**src/rtl/rv32i_pkg.sv**
```systemverilog
// rv32i_pkg -- shared RV32I definitions for the writeback slice.
// Holds the default datapath/register-address widths, the writeback
// source encoding and the load funct3 codes used by wb_stage and load_align.
package rv32i_pkg;

    localparam int D_WIDTH_DEF = 32;
    localparam int A_WIDTH_DEF = 5;

    // Writeback source select carried down the pipe from decode
    typedef enum logic [1:0] {
        WB_SEL_ALU  = 2'b00,
        WB_SEL_LOAD = 2'b01,
        WB_SEL_PC4  = 2'b10,
        WB_SEL_RSVD = 2'b11
    } wb_sel_e;

    // Load funct3 codes; 011, 110 and 111 are not legal loads on RV32I
    localparam logic [2:0] F3_LB  = 3'b000;
    localparam logic [2:0] F3_LH  = 3'b001;
    localparam logic [2:0] F3_LW  = 3'b010;
    localparam logic [2:0] F3_LBU = 3'b100;
    localparam logic [2:0] F3_LHU = 3'b101;

endpackage

```
**src/rtl/load_align.sv**
```systemverilog
// load_align -- purely combinational load data alignment.
// Picks the addressed byte/halfword out of the synchronous data-memory word
// and sign- or zero-extends it. Unsupported funct3 codes return zero and
// raise illegal so the writeback stage can suppress the register write.
module load_align
    import rv32i_pkg::*;
#(
    parameter int D_WIDTH = D_WIDTH_DEF
) (
    input  logic [D_WIDTH-1:0] rdata,
    input  logic [2:0]         funct3,
    input  logic [1:0]         addr_lo,
    output logic [D_WIDTH-1:0] data,
    output logic               illegal
);

    logic [7:0]  byte_sel;
    logic [15:0] half_sel;

    // Select the lane, then extend according to the load type
    always_comb begin
        byte_sel = rdata[{addr_lo, 3'b000} +: 8];
        half_sel = rdata[{addr_lo[1], 4'b0000} +: 16];
        data     = '0;
        illegal  = 1'b0;
        case (funct3)
            F3_LB:   data = {{(D_WIDTH-8){byte_sel[7]}}, byte_sel};
            F3_LBU:  data = {{(D_WIDTH-8){1'b0}}, byte_sel};
            F3_LH:   data = {{(D_WIDTH-16){half_sel[15]}}, half_sel};
            F3_LHU:  data = {{(D_WIDTH-16){1'b0}}, half_sel};
            F3_LW:   data = rdata;
            default: illegal = 1'b1;
        endcase
    end

endmodule

```
**src/rtl/wb_stage.sv**
```systemverilog
// wb_stage -- MEM/WB pipeline register plus writeback mux.
// Outputs are combinational from the MEM/WB register (and the synchronous
// dmem word) so they settle in the high phase for a falling-edge register file.
// Optional feature: define WB_INSTRET_EN to build the 64-bit retired
// instruction counter on o_instret; otherwise o_instret is tied to zero.
module wb_stage
    import rv32i_pkg::*;
#(
    parameter int D_WIDTH = D_WIDTH_DEF,
    parameter int A_WIDTH = A_WIDTH_DEF
) (
    input  logic               clk,
    input  logic               rst_n,
    input  logic               i_stall,
    input  logic               i_flush,
    input  logic               i_valid,
    input  logic [A_WIDTH-1:0] i_rd,
    input  logic               i_wen,
    input  logic [1:0]         i_wb_sel,
    input  logic [D_WIDTH-1:0] i_alu_result,
    input  logic [D_WIDTH-1:0] i_pc_plus4,
    input  logic [2:0]         i_funct3,
    input  logic [1:0]         i_addr_lo,
    input  logic [D_WIDTH-1:0] i_dmem_rdata,
    output logic               o_wen_rf,
    output logic [A_WIDTH-1:0] o_waddr,
    output logic [D_WIDTH-1:0] o_wdata,
    output logic               o_illegal_load,
    output logic [63:0]        o_instret
);

    logic               valid_q;
    logic               wen_q;
    logic [A_WIDTH-1:0] rd_q;
    wb_sel_e            sel_q;
    logic [D_WIDTH-1:0] alu_q;
    logic [D_WIDTH-1:0] pc4_q;
    logic [2:0]         funct3_q;
    logic [1:0]         addr_lo_q;

    logic [D_WIDTH-1:0] load_data;
    logic               load_illegal;
    logic               wen_ok;

    // MEM/WB register: flush inserts a bubble even when stalled, stall holds
    always_ff @(posedge clk or negedge rst_n) begin
        if (!rst_n) begin
            valid_q   <= 1'b0;
            wen_q     <= 1'b0;
            rd_q      <= '0;
            sel_q     <= WB_SEL_ALU;
            alu_q     <= '0;
            pc4_q     <= '0;
            funct3_q  <= '0;
            addr_lo_q <= '0;
        end else if (i_flush) begin
            valid_q   <= 1'b0;
        end else if (!i_stall) begin
            valid_q   <= i_valid;
            wen_q     <= i_wen;
            rd_q      <= i_rd;
            sel_q     <= wb_sel_e'(i_wb_sel);
            alu_q     <= i_alu_result;
            pc4_q     <= i_pc_plus4;
            funct3_q  <= i_funct3;
            addr_lo_q <= i_addr_lo;
        end
    end

    load_align #(
        .D_WIDTH (D_WIDTH)
    ) u_load_align (
        .rdata   (i_dmem_rdata),
        .funct3  (funct3_q),
        .addr_lo (addr_lo_q),
        .data    (load_data),
        .illegal (load_illegal)
    );

    // Writeback mux; reserved select and illegal loads write nothing
    always_comb begin
        wen_ok         = valid_q & wen_q & (rd_q != '0);
        o_wdata        = '0;
        o_illegal_load = 1'b0;
        case (sel_q)
            WB_SEL_ALU:  o_wdata = alu_q;
            WB_SEL_LOAD: begin
                o_wdata        = load_data;
                o_illegal_load = valid_q & load_illegal;
                if (load_illegal) begin
                    wen_ok = 1'b0;
                end
            end
            WB_SEL_PC4:  o_wdata = pc4_q;
            default:     wen_ok  = 1'b0;
        endcase
    end

    assign o_wen_rf = wen_ok;
    assign o_waddr  = rd_q;

`ifdef WB_INSTRET_EN
    logic [63:0] instret_q;

    // Count an instruction as retired when it leaves WB without a stall
    always_ff @(posedge clk or negedge rst_n) begin
        if (!rst_n) begin
            instret_q <= '0;
        end else if (valid_q && !i_stall) begin
            instret_q <= instret_q + 64'd1;
        end
    end

    assign o_instret = instret_q;
`else
    assign o_instret = 64'd0;
`endif

endmodule

```
**config.mk**
```make
export PLATFORM = sky130hd
export DESIGN_NAME = wb_stage
export DESIGN_NICKNAME = d
export VERILOG_FILES = /design/src/rtl/rv32i_pkg.sv /design/src/rtl/load_align.sv /design/src/rtl/wb_stage.sv
export SDC_FILE = /design/constraint.sdc
export NUM_CORES = 1
export LEC_CHECK = 0
export CAP_MARGIN = 20
export CORE_ASPECT_RATIO = 1.25
export CORE_MARGIN = 3
export CORE_UTILIZATION = 43
export DETAILED_ROUTE_END_ITERATION = 8
export MAX_ROUTING_LAYER = met4
export PLACE_DENSITY_LB_ADDON = 0.12
export SYNTH_ARGS = -nofsm -noshare
export SYNTH_HDL_FRONTEND = slang
export SYNTH_HIERARCHICAL = 1
export SYNTH_SLANG_ARGS = --single-unit
```
**constraint.sdc**
```tcl
create_clock -name clk -period 2.5 [get_ports clk]
set_input_delay 0.25 -clock clk [delete_from_list [all_inputs] [get_ports clk]]
set_output_delay 0.25 -clock clk [all_outputs]
set_load 0.1 [all_outputs]
```
; Yosys cells after proc, flatten, opt, wreduce, memory -nomap -nowiden
; Cells that the tools add are included.
[totals]
register_bits = 78
latch_bits = 0
ram_bits = 0
mem_bits_ro = 0
inputBits = 114
output_inout_bits = 103
word_cells = 36
n_memories = 0
[classes]
n_addsub = 0
mul = 0
div_mod_pow = 0
n_lt_le_gt_ge = 0
eq_ne = 7
n_shift = 2
mux = 8
bitwise = 5
reduce_logical = 6
[ops]
columns = operator, n
row1 = case mux 32 bit (5 select lines), 1
row2 = case mux 32 bit (3 select lines), 1
row3 = indexed part select 32 x 6 -> 16 bit, 1
row4 = indexed part select 32 x 6 -> 8 bit, 1
row5 = == test 3 bit (second input constant), 2
row6 = 2-to-1 mux 1 bit, 5
row7 = nonzero test 5 bit, 1
row8 = OR reduction 5 bit, 1
row9 = AND 1 bit, 3
row10 = == test 3 x 1 -> 1 bit (second input constant), 1
row11 = == test 3 x 2 -> 1 bit (second input constant), 1
row12 = zero test 3 bit, 1
row13 = == test 2 x 1 -> 1 bit (second input constant), 1
row14 = == test 2 bit (second input constant), 1
row15 = zero test 2 bit, 1
row16 = inequality test 2 x 1 -> 1 bit (second input constant), 1
row17 = inverter 1 bit, 2
row18 = case mux 1 bit (2 select lines), 1
row19 = AND reduction 2 bit, 1
row20 = OR reduction 2 bit, 1

; Longest topological paths before layout
; Gate-level depths: netlist of the first run.
[depth]
depth_word = 5
mapped_depth = 7
mapped_depth_nobuf = 5

; Modules after synthesis
; Netlist of the first run, hierarchy kept.
[modules_own_cells]
columns = mod, instances, cells_per_inst, area_each_um2
row1 = wb_stage, 1, 312, 4217.8
row2 = load_align, 1, 120, 805.8

; Least setup slack after synthesis of the first run
; OpenSTA, ideal clock, no wires.
[synth_path]
path_type = register to output
startpoint = reg funct3_q[2]
endpoint = out o_wdata[10]
arrival_time_ps = 3052
slack_ps = -802
path_stages_with_launch = 8
path_buffers = 2
cell_sequence = dfrtp_1 clkbuf_1 nor3b_1 clkbuf_1 a22oi_1 o21ai_0 mux2i_1 o2bb2ai_1
[synth_between]
elab_chain_len = 3
[synth_lines]
columns = element, line_no
row1 = "start, declared", wb_stage.sv:38  ; logic [2:0] funct3_q;
row2 = "start signal, assigned", wb_stage.sv:65  ; funct3_q <= i_funct3;
row3 = == test 3 x 2 -> 1 bit (tied with other cells), load_align.sv:26  ; case (funct3)
row4 = case mux 32 bit (5 select lines) (*), load_align.sv:26
row5 = named net load_data[10], wb_stage.sv:41  ; logic [D_WIDTH-1:0] load_data;
row6 = case mux 32 bit (3 select lines) (*), wb_stage.sv:85  ; case (sel_q)
row7 = "end, declared", wb_stage.sv:27  ; output logic [D_WIDTH-1:0] o_wdata,
; Mark *: on every way through the listed nets, which the timed path passes. The rest lies on a longest branch.

; Worst setup path in the final report of the first run
[layout_path]
startpoint = reg addr_lo_q[0]
endpoint = out o_wdata[19]
[layout_between]
elab_chain_len = 3
[layout_lines]
columns = element, line_no
row1 = "start, declared", wb_stage.sv:39  ; logic [1:0] addr_lo_q;
row2 = "start signal, assigned", wb_stage.sv:66  ; addr_lo_q <= i_addr_lo;
row3 = indexed part select 32 x 6 -> 8 bit, load_align.sv:22  ; byte_sel = rdata[{addr_lo, 3'b000} +: 8];
row4 = case mux 32 bit (5 select lines), load_align.sv:26
row5 = named net load_data[19], wb_stage.sv:41
row6 = case mux 32 bit (3 select lines), wb_stage.sv:85
; The timed path passes the listed nets, and every way through them passes these cells.

==> run metrics, run 1 <==
clock tree from TritonCTS built; row cnt 43; initial cell density of the core 44.7%; Fin Hold WS -22.3 ps; global-route wire length before repair 22,200 um; Detailed Routing Iterations Pass 1 4; Max IR drop VDD 0.000521 V; NetSw 3.00 mW; Tcrit/Tclk final 106%; Cell Area, Synth around 5000 um2; Max Fclk approximately 380 MHz; initial antenna violation count 0; filler cell count 818; Comb pwr share 56.5%; min-delay worst type input port to asynchronous set/reset pin; startpoint types register; post-synth top area share 38.9%; syn_area_per_cell approximately 12 um2; area leader, netlist dfrtp_1; post-DR wirelength/cell 20.1 um; Synth area leaders dfrtp_1 39%, mux2_2 14%, buf_4 11%; crit path DAT around 2400 ps; DRC viols 0; CTS Hold Buffers Added 0; total CTS buffers 9; top_reg_cell synth dfrtp_1; largest net degree at the start of global routing 57; setup violators final 21; CP endpoint kind primary output; CP Max Fanout 8; port bufs 152; clock sinks 78; number of synthesized flops with an enable pin 0; Worst Skew 0 ps; Max Slew Vio Count 0; Slew Limit Headroom 48.9%; H-tree levels 3; vias in the first global route 4,154; clock-pin transition on the worst setup and hold timing paths 60 ps; Tmin final 2650 ps; RSZ-0062 raised after global routing true; Critical Path RT 2250 ps; cell area power density 842 nW/um2; Yosys cell types 36; Sw Ratio 46.0%; DP Wirelength 10,800 um; LEAKAGE 3.27 nW; RD Place Congestion 0.893; Max Cap Violations 0; design area 7740 um2; CP Class register to primary output; DRT iter0 DRCs 211; Ant. Diodes 0; clock buffer depth 2; Final WS setup -151 ps; Seq/Total Area, Yosys 38.9%; Ports 217; grt ovf 0; GRT Util Overall 23.1%; status complete, but fails checks; Chip Width between 100 and 150 um; worst slew pin tran around 770 ps; Syn. warnings 6; total number of vias 3,950; flops & latches, synth 78; chip height 127 um; Nets 707; violated checks negative hold slack, negative setup slack; most common cell after layout, fill and taps aside clkdlybuf4s50_1; clk root buf clkbuf_16; Final Util about 70%; Post-DP Area 7250 um2; most frequent cells in the layout 112 x clkdlybuf4s50_1, 73 x dfrtp_1, 64 x conb_1, 59 x mux2_2, 38 x buf_12; Syn Inst Count 432; vias per cell 5.39; Layout area overhead 54.2%; FFs w/ async S/R, synth 100%; Cell Int Power 3.52 mW; final hold violations 14; Flop pwr share 25.0%; Core ar. 11,200 um2; Worst-Skew Late Latency 330 ps; WL final around 15,000 um; layout cells sized above 1 between 30% and 40%; post-route antenna net violation count 0; DIE AREA between 10,000 and 15,000 um2; clock power share 18.5%; Place WS -24.4 ps; Total Power 6.52 mW
critical path, cell delays in order, from the launching register on:
cell	delay, ps
dfrtp_1	410
mux2_4	330
a222oi_1	340
buf_4	210
buf_8	140
a211oi_1	80
mux2i_1	270
o2bb2ai_4	100
buf_12	180
final timing paths:
path                                   start  cells past startpoint      endpoint  slack, ps
worst max-delay path            addr_lo_q[0]                      8   o_wdata[19]       -150
worst min-delay path                   rst_n                      1      pc4_q[4]        -20
worst max register to register      sel_q[1]                      2      sel_q[1]       1390
worst min register to register     alu_q[20]                      1     alu_q[20]        510
max in group asynchronous              rst_n                      2  addr_lo_q[1]       1830
min in group clk                   alu_q[20]                      1     alu_q[20]        510
sequential cells by signal, indices dropped and copies added, names as in the netlist:
| name | cells |
|---|---|
| alu_q | 32 |
| o_waddr | 5 |
| funct3_q | 3 |
| wen_q | 1 |
| pc4_q | 32 |
| addr_lo_q | 2 |
| valid_q | 1 |
| sel_q | 2 |
per-stage QoR:
| step | hold WS (ps) | instances | TNS [ps] |
|---|---|---|---|
| CTS | 0.511 | 729 | -856 |
| detailed placement | 368 | 706 | -81.0 |
| floorplan | -45.6 | 495 | -213 |
| finish | -22.3 | 733 | -1750 |
| global placement | 363 | 706 | 0 |
| global route | 24.8 | 733 | -2900 |
logic make-up (layout without fill, tap and decap cells):
| family | count (synthesis) | in the layout | synth area share [%] |
|---|---|---|---|
| AND/OR/NAND/NOR | 40 | 40 | 3.96 |
| buffers and inverters | 101 | 204 | 13.8 |
| other | 1 | 64 | 0.0746 |
| flip-flops | 78 | 78 | 38.9 |
| AO/OA/AOI/OAI | 80 | 80 | 12.2 |
| multiplexers | 132 | 132 | 31.2 |
synthesized netlist by cell type, types with 2 or more instances:
cell        n
o31ai_1     2
clkbuf_1   12
dfrtp_1    78
nand2_1    24
buf_2       8
buf_6       5
o2bb2ai_1  32
mux2_2     61
o21ai_0    14
a211oi_1   17
inv_1       4
nor2b_1     3
mux2_4     31
mux2i_1    39
nor2_1      3
a22oi_1     7
nor3b_1     2
buf_4      71
a21oi_1     2
what timing repair did:
item                       4_1_cts  5_1_grt
setup endpoints to repair       27       27
buffers inserted                 6        4
cloned                           1        0
resized for setup               24       21
pin swaps                        7       17
hold endpoints to repair         0        0
power groups by stage:
stage / sequential, mW / clock, mW / combinational (mW)
final: 1.63 / 1.20 / 3.68
after global routing: 1.66 / 1.29 / 3.80
after CTS: 1.63 / 1.24 / 3.63
after detailed placement: 1.65 / 0 / 3.53
after global placement: 1.64 / 0 / 3.51
after floorplan: 1.67 / 0 / 2.51
area by class of cell:
class	instances	area [um2]	area share, %
multi-input combinational	316	3170	41.0
timing repair buffer	184	2160	27.9
sequential	78	1960	25.3
clock buffer	12	246	3.18
tap	135	169	2.18
clock inverter	4	22.5	0.291
inverter	4	15.0	0.194
layer usage:
layer	GRT usage [%]	wire [um]	up-vias	share of wire, %
li1	-	-	1766	-
met4	9.42	467	0	3.2
met2	37.8	7400	206	50
met3	5.23	1110	35	7.5
met5	-	0	-	0
met1	27.3	5750	1943	39
No activity file was read; power rests on OpenSTA's default activity.
==> run 2: changes to the inputs <==
- CORE_MARGIN: 3 -> 8
- PLACE_DENSITY: unset -> 0.88
- PLACE_DENSITY_LB_ADDON: 0.12 -> unset
==> run metrics, run 2 (synthesized netlist as in run 1, its figures left out) <==
post-route antenna net violation count 0 (unchanged); Max Fclk 371 MHz (was 377 MHz); Chip Width 113 um (was 103 um); vias per cell 5.45 (was 5.39); chip height 137 um (was 127 um); RR Startpoint sel_q[1] (unchanged); Place WS -134 ps (was -24.4 ps); crit path from addr_lo_q[0] (unchanged); worst slew pin tran 838 ps (was 766 ps); slowest cell on the critical path dfrtp_2 (was dfrtp_1); port bufs 152 (unchanged); filler cell count 766 (was 818); Fin Setup TNS -2180 ps (was -1750 ps); total number of vias 4,002 (was 3,950); post-DR wirelength/cell 23.2 um (was 20.1 um); layout cells sized above 1 40.3% (was 40.0%); Core ar. 11,500 um2 (was 11,200 um2); Max Cap Violations 0 (unchanged); crit-path cells mux2_4, a222oi_1, buf_4, buf_12, a211oi_2, mux2i_2, o2bb2ai_2, buf_12 (was mux2_4, a222oi_1, buf_4, buf_8, a211oi_1, mux2i_1, o2bb2ai_4, buf_12); DIE AREA 15,400 um2 (was 13,000 um2); startpoint types register (unchanged); setup violators final 18 (was 21); clock sinks 78 (unchanged); DRC viols 0 (unchanged); RD Place Congestion 0.949 (was 0.893); LEAKAGE 3.26 nW (was 3.27 nW); worst r2r path cells 3 (was 2); CP Depth 8 (unchanged); Worst Skew 0 ps (unchanged); global-route wire length before repair 24,500 um (was 22,200 um); GRT Util Overall 21.3% (was 23.1%); total CTS buffers 9 (unchanged); CP endpoint kind primary output (unchanged); RSZ-0062 raised after global routing true (unchanged); status complete, but fails checks (unchanged); final hold violations 0 (was 14); DRT iter0 DRCs 295 (was 211); H-tree levels 3 (unchanged); violated checks negative setup slack (was negative hold slack, negative setup slack); initial antenna violation count 1 (was 0); Tcrit/Tclk final 108% (was 106%); WL final 17,000 um (was 14,700 um); grt ovf 0 (unchanged); clock-pin transition on the worst setup and hold timing paths 60 ps (about the same); most frequent cells in the layout 112 x clkdlybuf4s50_1, 73 x dfrtp_1, 64 x conb_1, 59 x mux2_2, 38 x buf_12 (unchanged); Nets 704 (was 707); most common cell after layout, fill and taps aside clkdlybuf4s50_1 (unchanged); r2r endpoint sel_q[1] (unchanged); row cnt 44 (was 43); cell area power density 860 nW/um2 (was 842 nW/um2); Ports 217 (unchanged); CP most frequent cell buf_12; DP Wirelength 12,700 um (was 10,800 um); clock buffer depth 2 (unchanged); Setup crit end o_wdata[24] (was o_wdata[19]); Total Power 6.69 mW (was 6.52 mW); Detailed Routing Iterations Pass 1 4 (unchanged); min-delay worst type input port to asynchronous set/reset pin (unchanged); Final WS setup -194 ps (was -151 ps); clock tree from TritonCTS built (unchanged); Max IR drop VDD 0.000685 V (was 0.000521 V); initial cell density of the core 43.7% (was 44.7%); Worst-Skew Late Latency 330 ps (about the same); WP buf/inv 3 (unchanged); Critical Path RT 2250 ps (about the same); Layout area overhead 55.0% (was 54.2%); largest net degree at the start of global routing 64 (was 57); Slew Limit Headroom 44.2% (was 48.9%); worst reg2reg setup slack 1010 ps (was 1390 ps); crit path DAT 2440 ps (was 2400 ps); Max Slew Vio Count 0 (unchanged); CP Class register to primary output (unchanged); Crit path max-delay family multiplexers (unchanged); CP Max Fanout 8 (unchanged); vias in the first global route 4,214 (was 4,154); Tmin final 2690 ps (was 2650 ps); CTS Hold Buffers Added 0 (unchanged); clk root buf clkbuf_16 (unchanged); Max stage delay on crit path 450 ps (was 410 ps)
==> run 2: cell count changes in the layout (fill, tap and decap cells not counted), sizes merged <==
cell	before	now
bufinv	0	1
buf	72	69
diode	0	1
clkinv	3	2
==> run 2: how the worst min path moves through the flow <==
stage,end,slack (ps),from,cells past startpoint
6_report,alu_q[1],7,rst_n,1
4_1_cts,alu_q[1],50,rst_n,1
5_1_grt,alu_q[1],80,rst_n,1
2_1_floorplan,addr_lo_q[0],-50,rst_n,0
3_3_place_gp,alu_q[1],380,rst_n,1
3_5_place_dp,alu_q[1],400,rst_n,1
==> run 2: area by class of cell <==
cell class / count / area, um2 / share of cell area [%]
multi-input cells: 316 / 3220 / 41.3
repair buffers: 181 / 2130 / 27.3
flip-flops and latches: 78 / 1960 / 25.1
clock buffers: 12 / 246 / 3.17
well taps: 138 / 173 / 2.22
clock inverters: 4 / 47.5 / 0.611
inverters: 4 / 15.0 / 0.193
diodes: 1 / 2.50 / 0.0321
==> run 2: layer usage <==
metal | part of all wire (%) | track usage, %
met5 | 0 | -
met4 | 2.6 | 7.29
met3 | 9.3 | 5.61
met2 | 51 | 36.9
met1 | 37 | 23.2
==> run 2: worst register-to-register path: stages (launching register included) <==
cell and delay [ps]:
dfrtp_2 350, buf_4 440, buf_4 420, mux2_2 220
==> run 2: per-stage QoR <==
stage	hold WS [ps]	utilization (%)	cell area, um2	std cells
after CTS	45.0	66.9	7690	731
after detailed placement	402	63.4	7290	713
final	6.61	67.7	7790	734
after global placement	382	63.4	7290	713
after floorplan	-45.6	-	5710	495
after global routing	78.0	67.7	7790	734
==> run 2: power by group <==
group / total, mW / internal (mW) / switching, mW
Clock: 1.32 / 0.798 / 0.520
Sequential: 1.63 / 1.45 / 0.180
Combinational: 3.74 / 1.37 / 2.37
Total: 6.69 / 3.62 / 3.07
==> run 2: what timing repair did <==
item                                    CTS  global route
endpoints found under the setup margin   24            27
pin swaps                                18            10
gates resized for setup                  27            19
gates cloned                              1             0
endpoints found under the hold margin     0             0
buffers inserted                          1             2
